`config.mk`:
```
export PLATFORM = sky130hd
export DESIGN_NAME = psram_write_buffer
export DESIGN_NICKNAME = d
export VERILOG_FILES = /design/src/rtl/psram_write_buffer.sv
export SDC_FILE = /design/constraint.sdc
export NUM_CORES = 1
export LEC_CHECK = 0
export CORE_AREA = 8 8 155 157
export CTS_CLUSTER_DIAMETER = 40
export DETAILED_ROUTE_END_ITERATION = 7
export DIE_AREA = 0 0 163 165
export PLACE_DENSITY = 0.67
export SYNTH_ARGS = -nofsm -noshare
export SYNTH_HDL_FRONTEND = slang
export SYNTH_SLANG_ARGS = --single-unit
```
`constraint.sdc`:
```
create_clock -name clk -period 6.6 [get_ports clk]
set_input_delay 0.66 -clock clk [delete_from_list [all_inputs] [get_ports clk]]
set_output_delay 0.66 -clock clk [all_outputs]
set_load 0.005 [all_outputs]
```
`src/rtl/psram_write_buffer.sv`:
```
// rtl/psram_write_buffer.sv - posted-write FIFO in front of a PSRAM with a single outstanding read
// Optional macro PSRAM_WRBUF_FORWARD_EN serves read hits from the FIFO instead of draining first.
module psram_write_buffer #(
  parameter int ADDRESS_BITS = 23,
  parameter int DATA_BITS    = 16,
  parameter int DEPTH        = 4,
  parameter int RD_LATENCY   = 3
) (
  input  logic                    clk,
  input  logic                    reset,
  input  logic                    wr_en,
  input  logic [ADDRESS_BITS-1:0] wr_address,
  input  logic [DATA_BITS-1:0]    wr_data,
  output logic                    wr_ready,
  input  logic                    rd_en,
  input  logic [ADDRESS_BITS-1:0] rd_address,
  output logic                    rd_ready,
  output logic                    rd_valid,
  output logic [DATA_BITS-1:0]    rd_data,
  output logic                    mem_rd_en,
  output logic [ADDRESS_BITS-1:0] mem_rd_address,
  input  logic                    mem_rd_ack,
  input  logic [DATA_BITS-1:0]    mem_rd_data,
  output logic                    mem_wr_en,
  output logic [ADDRESS_BITS-1:0] mem_wr_address,
  output logic [DATA_BITS-1:0]    mem_wr_data,
  input  logic                    mem_wr_ack
);

  localparam int PW = $clog2(DEPTH);
  localparam int CW = $clog2(RD_LATENCY + 1);

  localparam logic [1:0] IDLE    = 2'd0;
  localparam logic [1:0] RD_PEND = 2'd1;
  localparam logic [1:0] RD_WAIT = 2'd2;

  logic [ADDRESS_BITS-1:0] fifo_addr [DEPTH];
  logic [DATA_BITS-1:0]    fifo_data [DEPTH];
  logic [PW-1:0]           head;
  logic [PW-1:0]           tail;
  logic [PW:0]             count;

  logic [1:0]              state;
  logic [ADDRESS_BITS-1:0] rd_addr_q;
  logic [CW-1:0]           lat_cnt;
  logic                    active;

  logic push;
  logic pop;
  logic rd_accept;
  logic rd_issue;

  assign wr_ready  = active && (count < (PW+1)'(DEPTH));
  assign rd_ready  = active && (state == IDLE) && !rd_valid;
  assign push      = wr_en && wr_ready;
  assign rd_accept = rd_en && rd_ready;

`ifdef PSRAM_WRBUF_FORWARD_EN
  logic                 fwd_hit;
  logic [DATA_BITS-1:0] fwd_data;

  // Scan oldest to newest so the last match wins; the same-cycle write is newest of all.
  always_comb begin
    fwd_hit  = 1'b0;
    fwd_data = '0;
    for (int i = 0; i < DEPTH; i++) begin
      if (((PW+1)'(i) < count) && (fifo_addr[head + PW'(i)] == rd_address)) begin
        fwd_hit  = 1'b1;
        fwd_data = fifo_data[head + PW'(i)];
      end
    end
    if (push && (wr_address == rd_address)) begin
      fwd_hit  = 1'b1;
      fwd_data = wr_data;
    end
  end

  assign rd_issue = (state == RD_PEND);
`else
  logic [PW:0] pend_cnt;

  assign rd_issue = (state == RD_PEND) && (pend_cnt == '0);
`endif

  assign mem_wr_en      = (count != '0) && !rd_issue;
  assign pop            = mem_wr_en && mem_wr_ack;
  assign mem_wr_address = mem_wr_en ? fifo_addr[head] : '0;
  assign mem_wr_data    = mem_wr_en ? fifo_data[head] : '0;
  assign mem_rd_en      = rd_issue;
  assign mem_rd_address = rd_issue ? rd_addr_q : '0;

  always_ff @(posedge clk or posedge reset) begin
    if (reset) begin
      head  <= '0;
      tail  <= '0;
      count <= '0;
    end else begin
      if (push) tail <= tail + PW'(1);
      if (pop)  head <= head + PW'(1);
      if (push && !pop)      count <= count + (PW+1)'(1);
      else if (pop && !push) count <= count - (PW+1)'(1);
    end
  end

  always_ff @(posedge clk) begin
    if (push) begin
      fifo_addr[tail] <= wr_address;
      fifo_data[tail] <= wr_data;
    end
  end

  always_ff @(posedge clk or posedge reset) begin
    if (reset) begin
      state     <= IDLE;
      rd_addr_q <= '0;
      lat_cnt   <= '0;
      rd_data   <= '0;
      rd_valid  <= 1'b0;
      active    <= 1'b0;
`ifndef PSRAM_WRBUF_FORWARD_EN
      pend_cnt  <= '0;
`endif
    end else begin
      active   <= 1'b1;
      rd_valid <= 1'b0;
      case (state)
        IDLE: begin
          if (rd_accept) begin
            rd_addr_q <= rd_address;
`ifdef PSRAM_WRBUF_FORWARD_EN
            if (fwd_hit) begin
              rd_data  <= fwd_data;
              rd_valid <= 1'b1;
            end else begin
              state <= RD_PEND;
            end
`else
            // Every write older than the read, including one posted this cycle, must reach memory first.
            pend_cnt <= count + (PW+1)'(push) - (PW+1)'(pop);
            state    <= RD_PEND;
`endif
          end
        end
        RD_PEND: begin
`ifndef PSRAM_WRBUF_FORWARD_EN
          if (pop && (pend_cnt != '0)) pend_cnt <= pend_cnt - (PW+1)'(1);
`endif
          if (rd_issue && mem_rd_ack) begin
            state   <= RD_WAIT;
            lat_cnt <= CW'(1);
          end
        end
        RD_WAIT: begin
          if (lat_cnt == CW'(RD_LATENCY)) begin
            rd_data  <= mem_rd_data;
            rd_valid <= 1'b1;
            state    <= IDLE;
          end else begin
            lat_cnt <= lat_cnt + CW'(1);
          end
        end
        default: state <= IDLE;
      endcase
    end
  end

endmodule

```
==> impl_metrics.json <==
{
  "rsz0062_at_grt": "false",
  "htreeDepth": 1,
  "fmax_ghz": 0.277,
  "utilization_pct": 53.4,
  "final.setup.worst_slack_ns": 2.99,
  "die-area_um2": 26900,
  "dpl_cell_area_um2": 10500,
  "worstSetupStartpointType": "flop",
  "synth_nets": 547,
  "wl_mm": 18.0,
  "crit_path_end_kind": "output port",
  "synth_seq_area_share_pct": 71.2,
  "cts_tree": "built",
  "grt_pass1_vias": 5241,
  "die_w_um": 163,
  "finalCritPeriodShare_pct": 54.7,
  "yosysTopAreaCell": "edfxtp_1",
  "io_buffers": 166,
  "cp_max_fo": 29,
  "std_cell_rows": 54,
  "clock_latency_ns": 0.53,
  "hold_viol": 0,
  "grt_max_degree": 56,
  "clock_sinks": 211,
  "async_flop_share_pct": 26.1,
  "yosysMostFrequentCell": "edfxtp_1",
  "slew_headroom_pct": 18.2,
  "post_drt_wl_per_cell_um": 19.2,
  "cp.arrival_ns": 2.95,
  "ys_top_cells_by_area": "edfxtp_1 55%, dfrtp_1 16%, mux4_2 10%",
  "synth_ff_type": "edfxtp_1",
  "io_pins": 167,
  "tightest_slew_ns": 1.22,
  "clockBufferDepth": 3,
  "cts_setup_buffers": 0,
  "grt_remaining_overflow": 0,
  "hpwl_mm": 11.3,
  "drc": 0,
  "area_growth_pct": 34.8,
  "synth-seq-cells": 211,
  "clk_pin_slew_worst_paths_ns": 0.06,
  "nets": 727,
  "synth_cell_types": 45,
  "start_util_pct": 39.6,
  "vias": 4634,
  "synth_common_cells": "156 x edfxtp_1, 55 x dfrtp_1, 42 x nor2b_1",
  "synthDominantCellAreaShare_pct": 55.0,
  "setup_tns_ns": 0,
  "firstDrtPassIters": 4,
  "drive_gt1_share_pct": 21.9,
  "post_cts_resized": 0,
  "crit_type": "flop to output port",
  "status": "finished clean",
  "ant_nets": 0,
  "n_antenna_cell": 0,
  "place_inst": 881,
  "worst_ep_required_time_ns": 5.94,
  "netlist_area_um2": 8510,
  "grt_pass1_wl_mm": 28.2,
  "synth_edf_count": 156,
  "period_needed_ns": 3.61,
  "hold_buffers": 0,
  "gp_congestion": 0.701,
  "drt_iter0_markers": 167,
  "ys.warnings.count": 0,
  "skew_ns": 0.00681,
  "core-area_um2": 21500,
  "fillers": 1734,
  "total_power_mw": 4.90,
  "fin_area_um2": 11500,
  "cts_made_buffers": 30,
  "ir_drop_v": 0.000222,
  "netlist_instances": 453,
  "antenna_found_initial": 1,
  "hold_class": "flop to flop",
  "timing.final.max_slew_violations": 0,
  "root_buffer": "clkbuf_16",
  "cap_violations": 0,
  "stdcell_count": 937,
  "grt_use_total_pct": 13.4,
  "setup_viol": 0,
  "leakage_nw": 4.13,
  "die_h_um": 165,
  "hold_slack_ns": 0.499,
  "viasPerCell": 4.95,
  "power_density_nw_per_um2": 427,
  "place_ws_ns": 3.26,
  "avgSynthCellArea_um2": 18.8
}
-- cell type report --
| class | instances | area, µm² | share of cell area [%] |
|---|---|---|---|
| clock buffers | 36 | 795 | 6.92 |
| flip-flops and latches | 211 | 6060 | 52.8 |
| inverters | 14 | 52.6 | 0.458 |
| clock inverters | 20 | 211 | 1.84 |
| repair buffers | 169 | 1680 | 14.7 |
| multi-input cells | 207 | 2320 | 20.2 |
| well taps | 280 | 350 | 3.05 |
-- worst paths after layout --
path / from / to / slack, ns / cells after the start
max in group asynchronous: reset / head[0] / 5.42 / 3
hold / removal: rd_addr_q[0] / rd_addr_q[0] / 0.50 / 1
hold reg to reg: rd_addr_q[0] / rd_addr_q[0] / 0.50 / 1
min in group asynchronous: reset / rd_data[14] / 0.66 / 3
setup reg to reg: pend_cnt[0] / pend_cnt[2] / 3.33 / 12
setup / recovery: head[0] / mem_wr_address[16] / 2.99 / 4
-- worst max-delay path: stages, from the launching register on --
cell and delay, ns:
dfrtp_2 0.62, buf_4 0.58, mux4_2 0.58, nor2b_1 0.17, clkdlybuf4s50_1 0.47
-- logic make-up after synthesis --
kind of cell / count (synthesis) / synth area share [%]
flip-flops: 211 / 71.2
AO/OA/AOI/OAI: 19 / 1.79
XOR/XNOR: 5 / 0.868
AND/OR/NAND/NOR: 90 / 6.69
multiplexers: 82 / 16.0
other: 1 / 0.0441
adder cells (fa/ha/maj): 10 / 1.65
buffers and inverters: 35 / 1.78
-- where the power goes --
part	total, mW	switching, mW	leakage [nW]	internal [mW]
sequential	1.83	0.189	2.06	1.64
combinational	1.51	0.553	1.57	0.961
clock	1.56	0.601	0.495	0.959
total	4.90	1.34	4.13	3.56
-- registers in the layout (all words and copies together) (netlist names) --
| register | cells |
|---|---|
| lat_cnt | 2 |
| tail | 2 |
| state | 2 |
| pend_cnt | 3 |
| active | 1 |
| fifo_data | 64 |
| rd_data | 16 |
| head | 2 |
| count | 3 |
| rd_addr_q | 23 |
| rd_valid | 1 |
| fifo_addr | 92 |
-- metal layers --
layer | global-route usage [%] | part of all wire (%) | up-vias
li1 | - | - | 2099
met1 | 15.1 | 38 | 2321
met2 | 22.7 | 49 | 179
met3 | 5.73 | 11 | 33
met4 | 3.96 | 2.0 | 2
met5 | 0 | 0.072 | -
-- cell usage in the layout, fill, tap and decap left out, types with 2 or more instances in the layout --
cell | Yosys | final
o311ai_0 | 2 | 2
edfxtp_1 | 156 | 156
inv_8 | 0 | 4
dfrtp_1 | 55 | 53
mux2_2 | 40 | 40
fa_1 | 2 | 2
clkinv_2 | 0 | 4
nand2_1 | 3 | 3
nor2b_1 | 42 | 42
nor2_1 | 2 | 2
bufinv_16 | 0 | 2
clkbuf_16 | 0 | 31
xor3_1 | 2 | 2
dfrtp_2 | 0 | 2
mux2i_1 | 3 | 3
ha_1 | 8 | 8
o21ai_0 | 4 | 4
nand4_1 | 2 | 2
clkinv_4 | 0 | 5
clkdlybuf4s50_1 | 0 | 166
nand3_1 | 3 | 3
mux4_2 | 39 | 39
clkbuf_1 | 7 | 5
buf_4 | 0 | 3
a21oi_1 | 2 | 2
nand2b_1 | 2 | 2
inv_1 | 14 | 13
xnor2_1 | 2 | 2
and2_1 | 28 | 24
and2_2 | 0 | 4
inv_6 | 0 | 4
No activity file was read; power rests on OpenSTA's default activity.
==> RTL edit 1 (config.mk and constraints unchanged) <==
The parameter `RD_LATENCY` goes from 3 to 2.
--- a/src/rtl/psram_write_buffer.sv
+++ b/src/rtl/psram_write_buffer.sv
@@ -5,5 +5,5 @@
   parameter int DATA_BITS    = 16,
   parameter int DEPTH        = 4,
-  parameter int RD_LATENCY   = 3
+  parameter int RD_LATENCY   = 2
 ) (
   input  logic                    clk,
Formal check against the unedited RTL: not equivalent (a bounded check fails within 10 cycles, from zero or initial values and one cycle with reset high).
==> RTL edit 1 against the original RTL <==
  * Clock skew increased by 2.6 ps
  * Critical endpoint is now mem_wr_data[12]
  * Critical path type unchanged
  * Via count is 1.3% lower
  * Total power down 1.1%
  * Synthesized area is 0.47% higher
  * Sequential cell count is the same
  * Setup slack worse by 66 ps
  * Synthesized cell count down 0.66%
  * Maximum frequency down 1.8%
  * Register-to-register slack got worse by 110 ps
  * Wire length grew 0.46%
  * Cell area grew 0.40%
==> RTL edit 1: results (changes against the original RTL) <==
<table>
<tr><th>Metric</th><th>Value</th></tr>
<tr><th colspan="2">Outcome</th></tr>
<tr><td>Outcome</td><td>complete, no violations</td></tr>
<tr><th colspan="2">Power and ir drop</th></tr>
<tr><td>Worst IR drop on VDD</td><td>235 uV (+5.9%)</td></tr>
<tr><td>Total internal power</td><td>3.55 mW (-0.30%)</td></tr>
<tr><td>Gate power share</td><td>29.9% (-1.0 points)</td></tr>
<tr><td>Leakage dissipation</td><td>4.19 nW (+1.6%)</td></tr>
<tr><th colspan="2">Cells and area</th></tr>
<tr><td>Cell Count, Final, Fillers Out</td><td>934 (-0.32%)</td></tr>
<tr><td>Area of combinational cells with multiple inputs</td><td>0.00235 mm^2 (+1.5%)</td></tr>
<tr><td>Clock tree buffer count of the final layout</td><td>33 (-8.3%)</td></tr>
<tr><td>#MultiIn Comb</td><td>204 (-1.4%)</td></tr>
<tr><td>Count of plain and timing-repair buffers in the layout</td><td>168 (-0.59%)</td></tr>
<tr><td>Count of inverters other than clock inverters in the layout</td><td>15 (+1)</td></tr>
<tr><td>Share of final layout cell area taken by non-clock buffers</td><td>14.6% (-0.12 points)</td></tr>
<tr><td>Sequential share of cell area</td><td>52.6% (-0.21 points)</td></tr>
<tr><td>Fill cells</td><td>1,712 (-1.3%)</td></tr>
<tr><th colspan="2">Place</th></tr>
<tr><td>Routability congestion estimate from global placement</td><td>0.709 (+1.2%)</td></tr>
<tr><td>Number of placed instances with taps included</td><td>878 (-0.34%)</td></tr>
<tr><td>Instance area at placement</td><td>0.0105 mm^2 (+0.29%)</td></tr>
<tr><th colspan="2">Logic synthesis</th></tr>
<tr><td>Synthesized net count</td><td>546 (-0.18%)</td></tr>
<tr><td>Mean instance size in the synthesized netlist</td><td>19.0 um^2 (+1.1%)</td></tr>
<tr><td>Post-synthesis adder-cell area fraction</td><td>1.93% (+0.28 points)</td></tr>
<tr><td>Most frequent cells after synthesis</td><td>156 x edfxtp_1, 63 x and2_1, 55 x dfrtp_1</td></tr>
<tr><td>Fraction of synthesized cell area in xor and xnor cells</td><td>0.819% (-0.048 points)</td></tr>
<tr><th colspan="2">Worst setup path</th></tr>
<tr><td>R2R cell count</td><td>15 (+3)</td></tr>
<tr><td>Reg2Reg Setup Slack</td><td>3220 ps (-110 ps)</td></tr>
<tr><td>Critical path data arrival time</td><td>3020 ps (+70 ps)</td></tr>
<tr><th colspan="2">GRT</th></tr>
<tr><td>Tot GR Track Use</td><td>13.5% (+0.11 points)</td></tr>
<tr><td>Wire length of the first global-routing pass</td><td>28,400 um (+0.42%)</td></tr>
<tr><th colspan="2">STA</th></tr>
<tr><td>Measured slew at the worst slew-check pin</td><td>1140 ps (-88.3 ps)</td></tr>
<tr><th colspan="2">Detailed routing</th></tr>
<tr><td>Initial DRC Count</td><td>176 (+5.4%)</td></tr>
<tr><th colspan="2">Min path</th></tr>
<tr><td>Hold endpoint</td><td>lat_cnt[1]</td></tr>
</table>
[RTL edit 1: cell types whose count changed after synthesis, sizes merged, moves of 3 or more]
| cell | unedited run | this run |
|---|---|---|
| nor2b | 42 | 1 |
| and2 | 28 | 63 |
| nand2 | 3 | 9 |
| xnor2 | 2 | 8 |
| and3 | 1 | 4 |
| buf | 14 | 11 |
[RTL edit 1: worst max-delay path, cell delays in order (launching register included)]
cell	delay [ps]
dfrtp_2	750
buf_4	540
mux4_2	570
and2_1	180
clkdlybuf4s50_1	440
[RTL edit 1: metrics by stage]
| step | hold slack, ps | power [mW] |
|---|---|---|
| global placement | 469 | 3.29 |
| floorplan | 454 | 2.59 |
| CTS | 505 | 4.94 |
| detailed placement | 488 | 3.33 |
| global route | 518 | 5.11 |
| finish | 499 | 4.85 |
[RTL edit 1: per-layer routing]
metal  vias up  global-route usage (%)  part of all wire, %
met5         -                       0                0.072
met4         2                    3.38                  1.8
met3        33                    6.01                   11
met2       168                    22.6                   47
met1      2297                    15.6                   40
li1       2073                       -                    -
==> RTL edit 2 (same flow settings) <==
Without the edit above. Reset style: synchronous (`reset`), changed in 2 clocked blocks.
--- a/src/rtl/psram_write_buffer.sv
+++ b/src/rtl/psram_write_buffer.sv
@@ -90,5 +90,5 @@
   assign mem_rd_address = rd_issue ? rd_addr_q : '0;
 
-  always_ff @(posedge clk or posedge reset) begin
+  always_ff @(posedge clk) begin
     if (reset) begin
       head  <= '0;
@@ -110,5 +110,5 @@
   end
 
-  always_ff @(posedge clk or posedge reset) begin
+  always_ff @(posedge clk) begin
     if (reset) begin
       state     <= IDLE;
Behaviour: differs if reset is asserted again (counterexample within 4 cycles, from zero or initial values and one cycle with reset high); with reset held inactive, the same outputs for 4 cycles.
==> RTL edit 2 against the original RTL <==
  * Largest cell class unchanged
  * Clock skew rose by 12 ps
  * First-iteration DRC count rose by 83%
  * Total power fell by 11%
  * Via count rose by 11%
  * Combinational power fell by 35%
  * Sequential share of layout area fell by 1.7 points
  * Wire length rose by 10%
  * Worst hold slack got worse by 49 ps
  * Maximum frequency rose by 7.4%
  * Setup slack improved by 250 ps
  * Synthesized area fell by 0.87%
  * Cell area fell by 0.56%
  * Sequential cell count rose by 2
==> RTL edit 2: results (changes against the original RTL) <==
<table>
<tr><th>Metric</th><th>Value</th></tr>
<tr><th colspan="2">Detailed routing</th></tr>
<tr><td>Initial DRC Count</td><td>306 (+83%)</td></tr>
<tr><td>Total via count in the routed design</td><td>5,132 (+11%)</td></tr>
<tr><th colspan="2">Outcome</th></tr>
<tr><td>Outcome</td><td>complete, no violations</td></tr>
<tr><th colspan="2">Power and ir drop</th></tr>
<tr><td>Leakage dissipation</td><td>3.93 nW (-4.8%)</td></tr>
<tr><td>Worst IR drop on VDD</td><td>354 uV (+59%)</td></tr>
<tr><th colspan="2">GRT</th></tr>
<tr><td>Number of global-route vias before repair</td><td>5,549 (+5.9%)</td></tr>
<tr><td>Wire length of the first global-routing pass</td><td>30,800 um (+9.3%)</td></tr>
<tr><td>Maximum number of pins on one net before global-route repair</td><td>57 (+1.8%)</td></tr>
<tr><td>Antenna violations before repair</td><td>0 (-1)</td></tr>
<tr><th colspan="2">Cells and area</th></tr>
<tr><td>Fill cells</td><td>1,769 (+2.0%)</td></tr>
<tr><td>Diodes inserted</td><td>0 (unchanged)</td></tr>
<tr><td>Proportion of layout cells with a drive suffix above 1</td><td>16.3% (-5.7 points)</td></tr>
<tr><th colspan="2">Logic synthesis</th></tr>
<tr><td>Most area-consuming cells after synthesis</td><td>edfxtp_1 56%, dfxtp_1 14%, mux4_2 10%</td></tr>
<tr><td>Most frequent cells after synthesis</td><td>156 x edfxtp_1, 79 x nand2_1, 57 x dfxtp_1</td></tr>
<tr><td>Share of async-settable or async-resettable flops after synthesis</td><td>0% (-26 points)</td></tr>
<tr><td>Post-synthesis adder-cell area fraction</td><td>1.96% (+0.31 points)</td></tr>
<tr><td>Fraction of synthesized cell area in xor and xnor cells</td><td>0.727% (-0.14 points)</td></tr>
<tr><td>Share of cell area taken by muxes after synthesis</td><td>10.5% (-5.4 points)</td></tr>
<tr><td>Post-synthesis compound-gate area fraction</td><td>4.06% (+2.3 points)</td></tr>
<tr><td>Post-synth cell types</td><td>41 (-8.9%)</td></tr>
<tr><td>Synthesized net count</td><td>648 (+18%)</td></tr>
<tr><th colspan="2">Place</th></tr>
<tr><td>Worst-case setup slack after placement</td><td>3230 ps (-30.7 ps)</td></tr>
<tr><td>Post-detail-place hpwl</td><td>12,400 um (+9.7%)</td></tr>
<tr><td>Routability congestion estimate from global placement</td><td>0.725 (+3.4%)</td></tr>
<tr><th colspan="2">Worst setup path</th></tr>
<tr><td>Slowest library cell on the worst path</td><td>dfxtp_4</td></tr>
<tr><td>Critical path data arrival time</td><td>2700 ps (-250 ps)</td></tr>
<tr><td>Worst path top cell family by delay</td><td>flip-flops</td></tr>
<tr><td>Max Fanout on Critical Path</td><td>39 (+34%)</td></tr>
<tr><th colspan="2">CTS</th></tr>
<tr><td>Root buffer cell</td><td>clkbuf_16</td></tr>
</table>
==> RTL edit 2: worst paths after layout <==
kind	start	end	slack [ps]	depth (start not counted)
min	rd_addr_q[0]	rd_addr_q[0]	450	2
min reg2reg	rd_addr_q[0]	rd_addr_q[0]	450	2
max reg2reg	pend_cnt[0]	pend_cnt[2]	3540	13
max	flop	mem_wr_address[16]	3240	3
==> RTL edit 2: final cells by class <==
cell class                 count  share of cell area [%]
timing repair buffer         170                    14.8
inverter                      15                   0.493
sequential                   213                    51.1
clock inverter                21                    2.68
tap                          280                    3.07
clock buffer                  35                    6.93
multi-input combinational    290                    20.9
==> RTL edit 2: kinds of logic after synthesis <==
logic type | Yosys count
fa+ha+maj | 12
xor+xnor | 7
simple gates | 178
mux | 40
flops | 213
compound gates | 53
buf+inv | 49
==> RTL edit 2: per-layer routing <==
metal	wire length (um)	part of all wire (%)	vias up	GRT usage [%]
met5	0	0	-	0
met3	1150	5.8	32	3.14
met2	10400	53	148	25.7
met4	405	2.0	0	5.25
met1	7830	39	2565	17.3
li1	-	-	2387	-
==> RTL edit 2: through the flow <==
step	utilization [%]	instances	cell area [um^2]
2_1_floorplan	-	552	8440
3_3_place_gp	48.0	968	10300
3_5_place_dp	48.0	968	10300
4_1_cts	53.1	1024	11400
5_1_grt	53.1	1024	11400
6_report	53.1	1024	11400
==> RTL edit 2: report_power, final <==
group	internal, mW	switching, mW	total, mW
logic	0.592	0.394	0.986
registers	1.52	0.109	1.63
clock network	1.11	0.617	1.73
==> RTL edit 2: worst reg2reg max path: cells and delay by family (launching register included) <==
family | cells | cell delay (ps)
adders and majority gates | 4 | 1030
buffers and inverters | 4 | 650
DFF | 1 | 350
and+or+nand+nor | 2 | 330
xor gates and xnor gates | 2 | 290
AOI/OAI and AO/OA | 1 | 290
